[src/rtl/keypad_scanner_pkg.sv]
// Shared types and key codes for the matrix keypad scanner.
// Key codes match the encoding control_unit expects on its button input.
package keypad_scanner_pkg;

  typedef enum logic [1:0] {
    SCAN     = 2'd0,
    DEBOUNCE = 2'd1,
    HELD     = 2'd2,
    RELEASE  = 2'd3
  } kp_state_e;

  localparam logic [3:0] KEY_ADD   = 4'hA;
  localparam logic [3:0] KEY_SUB   = 4'hB;
  localparam logic [3:0] KEY_MUL   = 4'hC;
  localparam logic [3:0] KEY_DIV   = 4'hD;
  localparam logic [3:0] KEY_EQUAL = 4'hE;
  localparam logic [3:0] KEY_CLEAR = 4'hF;

  // Exactly one column pulled low; all-high or multi-key patterns are "none".
  function automatic logic col_valid(input logic [3:0] c);
    logic [3:0] n;
    n = ~c;
    return (n != 4'd0) && ((n & (n - 4'd1)) == 4'd0);
  endfunction

endpackage

[src/rtl/keypad_scanner_sync_2ff.sv]
// Two-flop synchronizer for the asynchronous keypad columns.
// Resets to all-ones so an idle (pulled-high) keypad reads as "none".
module sync_2ff #(
  parameter int WIDTH = 4
) (
  input  logic             clock,
  input  logic             reset,
  input  logic [WIDTH-1:0] d,
  output logic [WIDTH-1:0] q
);

  logic [WIDTH-1:0] meta_q, sync_q;

  always_ff @(posedge clock) begin
    if (reset) begin
      meta_q <= '1;
      sync_q <= '1;
    end else begin
      meta_q <= d;
      sync_q <= meta_q;
    end
  end

  assign q = sync_q;

endmodule

[src/rtl/keypad_scanner.sv]
// 4x4 keypad scanner: row scan, press/release debounce, key encoding and a
// single-cycle is_pressed_next strobe per physical press.
module keypad_scanner
  import keypad_scanner_pkg::*;
#(
  parameter int SCAN_DIV       = 1000,
  parameter int DEBOUNCE_COUNT = 4
) (
  input  logic       clock,
  input  logic       reset,
  input  logic [3:0] col,
  output logic [3:0] row,
  output logic [3:0] button,
  output logic       is_pressed_next,
  output logic       key_down
);

  localparam int DW = $clog2(SCAN_DIV);
  localparam int CW = $clog2(DEBOUNCE_COUNT + 1);

  logic [3:0]    col_s;
  logic [DW-1:0] dwell_q, dwell_d;
  logic [CW-1:0] cnt_q, cnt_d, cnt_inc;
  kp_state_e     state_q, state_d;
  logic [3:0]    row_q, row_d, row_rot;
  logic [3:0]    cand_q, cand_d;
  logic [3:0]    button_q, button_d;
  logic          strobe_q, strobe_d;
  logic          key_down_q, key_down_d;
  logic          sample, valid;

  sync_2ff #(.WIDTH(4)) u_sync (
    .clock (clock),
    .reset (reset),
    .d     (col),
    .q     (col_s)
  );

  function automatic logic [3:0] key_code(input logic [3:0] r, input logic [3:0] c);
    logic [3:0] code;
    case ({r, c})
      8'b1110_1110: code = 4'h1;
      8'b1110_1101: code = 4'h2;
      8'b1110_1011: code = 4'h3;
      8'b1110_0111: code = KEY_ADD;
      8'b1101_1110: code = 4'h4;
      8'b1101_1101: code = 4'h5;
      8'b1101_1011: code = 4'h6;
      8'b1101_0111: code = KEY_SUB;
      8'b1011_1110: code = 4'h7;
      8'b1011_1101: code = 4'h8;
      8'b1011_1011: code = 4'h9;
      8'b1011_0111: code = KEY_MUL;
      8'b0111_1110: code = KEY_CLEAR;
      8'b0111_1101: code = 4'h0;
      8'b0111_1011: code = KEY_EQUAL;
      8'b0111_0111: code = KEY_DIV;
      default:      code = 4'h0;
    endcase
    return code;
  endfunction

  assign sample  = (dwell_q == DW'(SCAN_DIV - 1));
  assign valid   = col_valid(col_s);
  assign cnt_inc = cnt_q + CW'(1);
  assign row_rot = {row_q[2:0], row_q[3]};

  always_comb begin
    dwell_d    = sample ? '0 : dwell_q + DW'(1);
    cnt_d      = cnt_q;
    state_d    = state_q;
    row_d      = row_q;
    cand_d     = cand_q;
    button_d   = button_q;
    strobe_d   = 1'b0;
    key_down_d = key_down_q;
    if (sample) begin
      unique case (state_q)
        SCAN: begin
          if (valid) begin
            cand_d  = col_s;
            cnt_d   = CW'(1);
            state_d = DEBOUNCE;
          end else begin
            row_d = row_rot;
          end
        end
        DEBOUNCE: begin
          if (valid && col_s == cand_q) begin
            cnt_d = cnt_inc;
            if (cnt_inc == CW'(DEBOUNCE_COUNT)) begin
              button_d   = key_code(row_q, col_s);
              strobe_d   = 1'b1;
              key_down_d = 1'b1;
              state_d    = HELD;
            end
          end else begin
            state_d = SCAN;
            row_d   = row_rot;
          end
        end
        HELD: begin
          // Any key pattern keeps the hold: no auto-repeat, no rollover.
          if (!valid) begin
            cnt_d   = CW'(1);
            state_d = RELEASE;
          end
        end
        RELEASE: begin
          if (!valid) begin
            cnt_d = cnt_inc;
            if (cnt_inc == CW'(DEBOUNCE_COUNT)) begin
              key_down_d = 1'b0;
              state_d    = SCAN;
              row_d      = row_rot;
            end
          end else begin
            state_d = HELD;
          end
        end
      endcase
    end
  end

  always_ff @(posedge clock) begin
    if (reset) begin
      dwell_q    <= '0;
      cnt_q      <= '0;
      state_q    <= SCAN;
      row_q      <= 4'b1110;
      cand_q     <= 4'hF;
      button_q   <= 4'h0;
      strobe_q   <= 1'b0;
      key_down_q <= 1'b0;
    end else begin
      dwell_q    <= dwell_d;
      cnt_q      <= cnt_d;
      state_q    <= state_d;
      row_q      <= row_d;
      cand_q     <= cand_d;
      button_q   <= button_d;
      strobe_q   <= strobe_d;
      key_down_q <= key_down_d;
    end
  end

  assign row             = row_q;
  assign button          = button_q;
  assign is_pressed_next = strobe_q;
  assign key_down        = key_down_q;

endmodule

[config.mk]
export PLATFORM = sky130hd
export DESIGN_NAME = keypad_scanner
export DESIGN_NICKNAME = d
export VERILOG_FILES = /design/src/rtl/keypad_scanner_pkg.sv /design/src/rtl/keypad_scanner_sync_2ff.sv /design/src/rtl/keypad_scanner.sv
export SDC_FILE = /design/constraint.sdc
export NUM_CORES = 1
export LEC_CHECK = 0
export CAP_MARGIN = 25
export CORE_MARGIN = 4
export CORE_UTILIZATION = 50
export CTS_BUF_LIST = sky130_fd_sc_hd__clkbuf_8
export DETAILED_ROUTE_END_ITERATION = 16
export HOLD_SLACK_MARGIN = 0.03
export PLACE_DENSITY = 0.84
export SLEW_MARGIN = 0
export SYNTH_ARGS = -nofsm -noshare
export SYNTH_HDL_FRONTEND = slang
export SYNTH_SLANG_ARGS = --single-unit
[constraint.sdc]
create_clock -name clock -period 1.7 [get_ports clock]
set_input_delay 0.255 -clock clock [delete_from_list [all_inputs] [get_ports clock]]
set_output_delay 0.255 -clock clock [all_outputs]
set_load 0.005 [all_outputs]
==> Yosys cells after proc, flatten, opt, wreduce, memory -nomap -nowiden <==
Cells that the tools add are included.
{ "classes": {"addsub": 3, "n_eq_ne": 31, "muxes": 24, "n_bitwise": 5, "reduce_logical": 15} }
{ "ops": {"columns": ["cell", "count"], "rows": [
  ["equality test 8 bit (second input constant)", 12],
  ["case mux 4 bit (15 select lines)", 1],
  ["equality test 8 x 7 -> 1 bit (second input constant)", 3],
  ["two-way mux 4 bit", 4],
  ["!= test 2 bit (second input constant)", 8],
  ["two-way mux 2 bit", 6],
  ["two-way mux 3 bit", 4],
  ["case mux 3 bit (4 select lines)", 1],
  ["case mux 4 bit (3 select lines)", 1],
  ["AND reduction 6 bit", 2],
  ["adder 10 x 1 -> 10 bit (second input constant)", 1],
  ["equality test 10 bit (second input constant)", 1],
  ["AND reduction 5 bit", 2],
  ["case mux 2 bit (4 select lines)", 1],
  ["!= test 3 bit (second input constant)", 2],
  ["two-way mux 1 bit", 5],
  ["AND 4 bit", 1],
  ["equality test 2 bit (second input constant)", 2],
  ["equality test 4 bit", 1],
  ["zero test 4 bit", 1],
  ["NOT 4 bit", 1],
  ["AND reduction 4 bit", 1],
  ["nonzero test 4 bit", 1],
  ["OR reduction 4 bit", 1],
  ["other kinds (12)", 15]
]} }
{ "word_totals": {"ff_bits": 37, "inputBits": 6, "out_inout_bits": 10, "word_cells": 88} }

==> Longest topological paths before layout <==
{ "logic_depth": {"depth_word": 8, "mapped_depth": 7, "depth_no_buf": 6} }

==> Modules after synthesis <==
Synthesis repeated with hierarchy kept, for this count alone.
{ "hier_totals": {"cells_unflattened": 225, "hier_area_um2": 2001.9} }
{ "by_module_without_submodules": {"columns": ["mod", "n_inst", "cells_per_inst", "area_each_um2", "seq_area_each_um2"], "rows": [
  ["keypad_scanner", 1, 209, 1791.7, 580.6],
  ["sync_2ff", 1, 16, 210.2, 160.2]
]} }

==> Worst setup path after synthesis <==
Ideal clock, no wire load.
{ "synth_timing": {"path_kind": "register to register", "start": "register dwell_q[0]", "end": "register cnt_q[0]", "setup_ps": 130, "t_arrival_ps": 1752, "t_required_ps": 1570, "path_slack_ps": -182, "path_stages_with_launch": 7, "n_path_buf": 0, "period_less_slack_ps": 1882, "path_cell_list": "dfxtp_1 ha_1 nand2_1 or4_4 a211oi_4 o211a_1 nor3_2"} }
{ "synth_between": {"elab_chain_len": 2} }
{ "synth_lines": {"columns": ["item", "line", "rtl"], "rows": [
  ["start, declared", "keypad_scanner.sv:22", "logic [DW-1:0] dwell_q, dwell_d;"],
  ["start signal, assigned", "keypad_scanner.sv:136", "dwell_q <= dwell_d;"],
  ["equality test 10 bit", "keypad_scanner.sv:63", "assign sample = (dwell_q == DW'(SCAN_DIV - 1));"],
  ["AND reduction 5 bit (no line)", null, null],
  ["end signal, assigned", "keypad_scanner.sv:137", "cnt_q <= cnt_d;"],
  ["end, declared", "keypad_scanner.sv:23", "logic [CW-1:0] cnt_q, cnt_d, cnt_inc;"]
]} }
No other way between the ends.
A chain may end at the register's enable or synchronous reset.

==> Final worst setup path <==
{ "layout_timing": {"start": "register dwell_q[3]", "end": "register cnt_q[0]"} }
The elaborated chain is that of the path after synthesis.

==> results.sh <==
export IMPL_rsz0062_at_grt="yes"
export IMPL_antenna_found_initial=0
export IMPL_cts_tree="yes"
export IMPL_worst_pin_slew_ns=0.372
export IMPL_drive_gt1_share_pct=33.8
export IMPL_multi_input_area_sq_um=1330
export IMPL_cts_hold_buf=0
export IMPL_die_w_um=72.2
export IMPL_place_gp_congestion=0.874
export IMPL_clk_pin_slew_ns=0.07
export IMPL_yosysWarnings=0
export IMPL_ff2ff_setup_slack_ns=-0.15
export IMPL_syn_avg_cell_area_sq_um=8.81
export IMPL_post_route_min_period_ns=1.85
export IMPL_rows=23
export IMPL_ys_seq_area_share_pct=35.9
export IMPL_fillers=288
export IMPL_synth_nets=243
export IMPL_slowest_delay_ns=0.45
export IMPL_ios=16
export IMPL_hold_start="u_sync.meta_q[2]"
export IMPL_mostFrequentLayoutCell="buf_4"
export IMPL_dr_first_iter_drc_count=153
export IMPL_dieHeight_um=72.2
export IMPL_vdd_drop_max_v=0.000406
export IMPL_yosysUniqueCellTypes=57
export IMPL_finalSetupViolations=13
export IMPL_timing_rr_end="cnt_q[0]"
export IMPL_vias=1957
export IMPL_drv_cap=0
export IMPL_via_per_inst=5.86
export IMPL_drc=0
export IMPL_fp_coreArea_sq_um=4000
export IMPL_synth_compound_area_share_pct=16.3
export IMPL_synth_top_family_by_area="simple AND/OR/NAND/NOR gates"
export IMPL_setup_ws_ns=-0.148
export IMPL_cts_max_path_buffers=2
export IMPL_pre_cts_ws_ns=-0.136
export IMPL_violations="setup timing"
export IMPL_synthXorXnorAreaFrac_pct=7.65
export IMPL_cp_arrival_ns=2.03
export IMPL_start_kind="flip-flop"
export IMPL_routedWlPerCell_um=15.3
export IMPL_first_pass_iters=4
export IMPL_grt_max_degree=15
export IMPL_cts_sinks=37
export IMPL_cts_root_buf="clkbuf_8"
export IMPL_ant_nets=0
export IMPL_skew_ns=0.00426
export IMPL_hold_viol=0
export IMPL_overflow=0
export IMPL_wirelength_um=5130
export IMPL_placed_area_sq_um=2500
export IMPL_p_per_area_nw_per_um2=603
export IMPL_fin_crit_sh_pct=109
export IMPL_dieArea_sq_um=5220
export IMPL_diodes=0
export IMPL_r2r_start="dwell_q[3]"
export IMPL_grt_first_pass_wirelength_um=8250
export IMPL_critPathCaptureType="flip-flop"
export IMPL_synth_simple_area_share_pct=29.2
export IMPL_holdPathStages=1
export IMPL_crit_type="reg -> reg"
export IMPL_layout_cells_non_filler=334
export IMPL_cp_max_fo=4
export IMPL_place_inst=318
export IMPL_layout_cells_most_common_list="43 x buf_4, 25 x dfxtp_1, 18 x nand2_1"
export IMPL_synthAdderAreaFrac_pct=1.82
export IMPL_min_to="u_sync.q[2]"
export IMPL_maxSlewViolCount=0
export IMPL_crit_slowest_cell="or4_4"
export IMPL_detailed_place_hpwl_um=3430
export IMPL_synthCells=234
export IMPL_htree_levels=2
export IMPL_crit_required_ns=1.89
export IMPL_synthFlopType="dfxtp_1"
export IMPL_relSlewSlack_pct=74.9
export IMPL_crit_start="dwell_q[3]"
export IMPL_ys_ff_latch=37
export IMPL_r2r_cells=6
export IMPL_grt_pass1_vias=1843
export IMPL_nNetsFinal=292
export IMPL_grt_use_total_pct=19.8
export IMPL_cellLeakagePower_nw=1.10
export IMPL_clkLatencyLatePin_ns=0.29
export IMPL_synth_async_reset_ratio_pct=0
export IMPL_synth_area_mux_share_pct=4.43
export IMPL_portBuffers=15
export IMPL_cts_buffers=5
export IMPL_fin_area_sq_um=2740
export IMPL_path_cells="or3b_4, or4_4, a211oi_4, buf_6, o211a_1, nor3_2"
export IMPL_power_total_mw=1.65
export IMPL_synth_edf_count=0
export IMPL_hp_class="reg -> reg"
export IMPL_fmax_ghz=0.541
export IMPL_status="finished with violations"
export IMPL_syn_area_sq_um=2060
export IMPL_seq_area_sq_um=756
export IMPL_start_util_pct=51.5
export IMPL_syn2layout_area_growth_pct=32.9
## kinds of logic (layout without fill, tap and decap cells)
family / Yosys count / after routing
simple gates: 100 / 100
compound gates: 44 / 44
flops: 37 / 37
buf+inv: 23 / 73
xor+xnor: 18 / 18
mux: 9 / 9
fa+ha+maj: 3 / 3
## power by group
part / leakage (nW) / internal [mW] / switching (mW)
logic: 0.752 / 0.0832 / 0.0943
clock network: 0.0491 / 0.278 / 0.302
registers: 0.304 / 0.883 / 0.0132
total: 1.10 / 1.24 / 0.410
## stage by stage
| stage | util [%] | TNS [ns] | hold slack [ns] |
|---|---|---|---|
| 5_1_grt | 68.5 | -2.47 | 0.423 |
| 2_1_floorplan | - | -0.216 | 0.359 |
| 6_report | 68.5 | -0.978 | 0.408 |
| 3_3_place_gp | 62.6 | -0.172 | 0.393 |
| 4_1_cts | 66.3 | -0.698 | 0.411 |
| 3_5_place_dp | 62.6 | -1.00 | 0.394 |
## how the worst max path moves through the flow
stage	depth (start not counted)	slack [ns]	to
2_1_floorplan	5	-0.06	cnt_q[0]
3_5_place_dp	6	-0.14	cnt_q[0]
5_1_grt	8	-0.21	row[3]
6_report	6	-0.15	cnt_q[0]
3_3_place_gp	6	-0.07	cnt_q[0]
4_1_cts	6	-0.14	cnt_q[1]
## registers in the layout, summed over array words and instances, names as in the netlist
| register | cells |
|---|---|
| u_sync.meta_q | 4 |
| state_q | 2 |
| cnt_q | 3 |
| u_sync.q | 4 |
| row | 4 |
| button | 4 |
| cand_q | 4 |
| key_down | 1 |
| dwell_q | 10 |
| is_pressed_next | 1 |
## routing by layer
metal,routed length [um],global-route usage (%),up-vias
li1,-,-,958
met2,2520,31.0,52
met1,2230,25.0,932
met5,0,0,-
met3,223,4.43,15
met4,154,11.7,0
## Yosys cell counts, drive strengths merged (5+ instances only)
cell / n / area, sq um
o2111ai: 5 / 43.8
nor3: 5 / 46.3
or2: 8 / 50.1
a21oi: 10 / 53.8
dfxtp: 37 / 741
nand2: 19 / 71.3
nor2: 16 / 60.1
mux2i: 8 / 80.1
nand3: 12 / 60.1
nor4bb: 6 / 60.1
xnor2: 9 / 78.8
and3: 8 / 51.3
buf: 7 / 35.0
xor2: 9 / 78.8
inv: 5 / 18.8
clkbuf: 11 / 41.3
a211oi: 5 / 50.1
## cell type report
type | instances | share of cell area [%]
clock inverters | 3 | 0.502
multi-input cells | 174 | 48.4
repair buffers | 60 | 18.1
clock buffers | 5 | 2.51
well taps | 50 | 2.28
inverters | 5 | 0.685
flip-flops and latches | 37 | 27.6
## critical path, delay by kind of cell (launching register included)
kind | cells | cell delay (ns)
compound gates | 2 | 0.37
flops | 1 | 0.33
buf+inv | 1 | 0.15
simple gates | 3 | 0.90
## repair_timing
action	in CTS	in global routing
pin swaps	11	8
buffers inserted	3	5
endpoints found under the setup margin	16	27
gates resized for setup	10	16
Note: power is estimated with default switching activity, not from simulation.
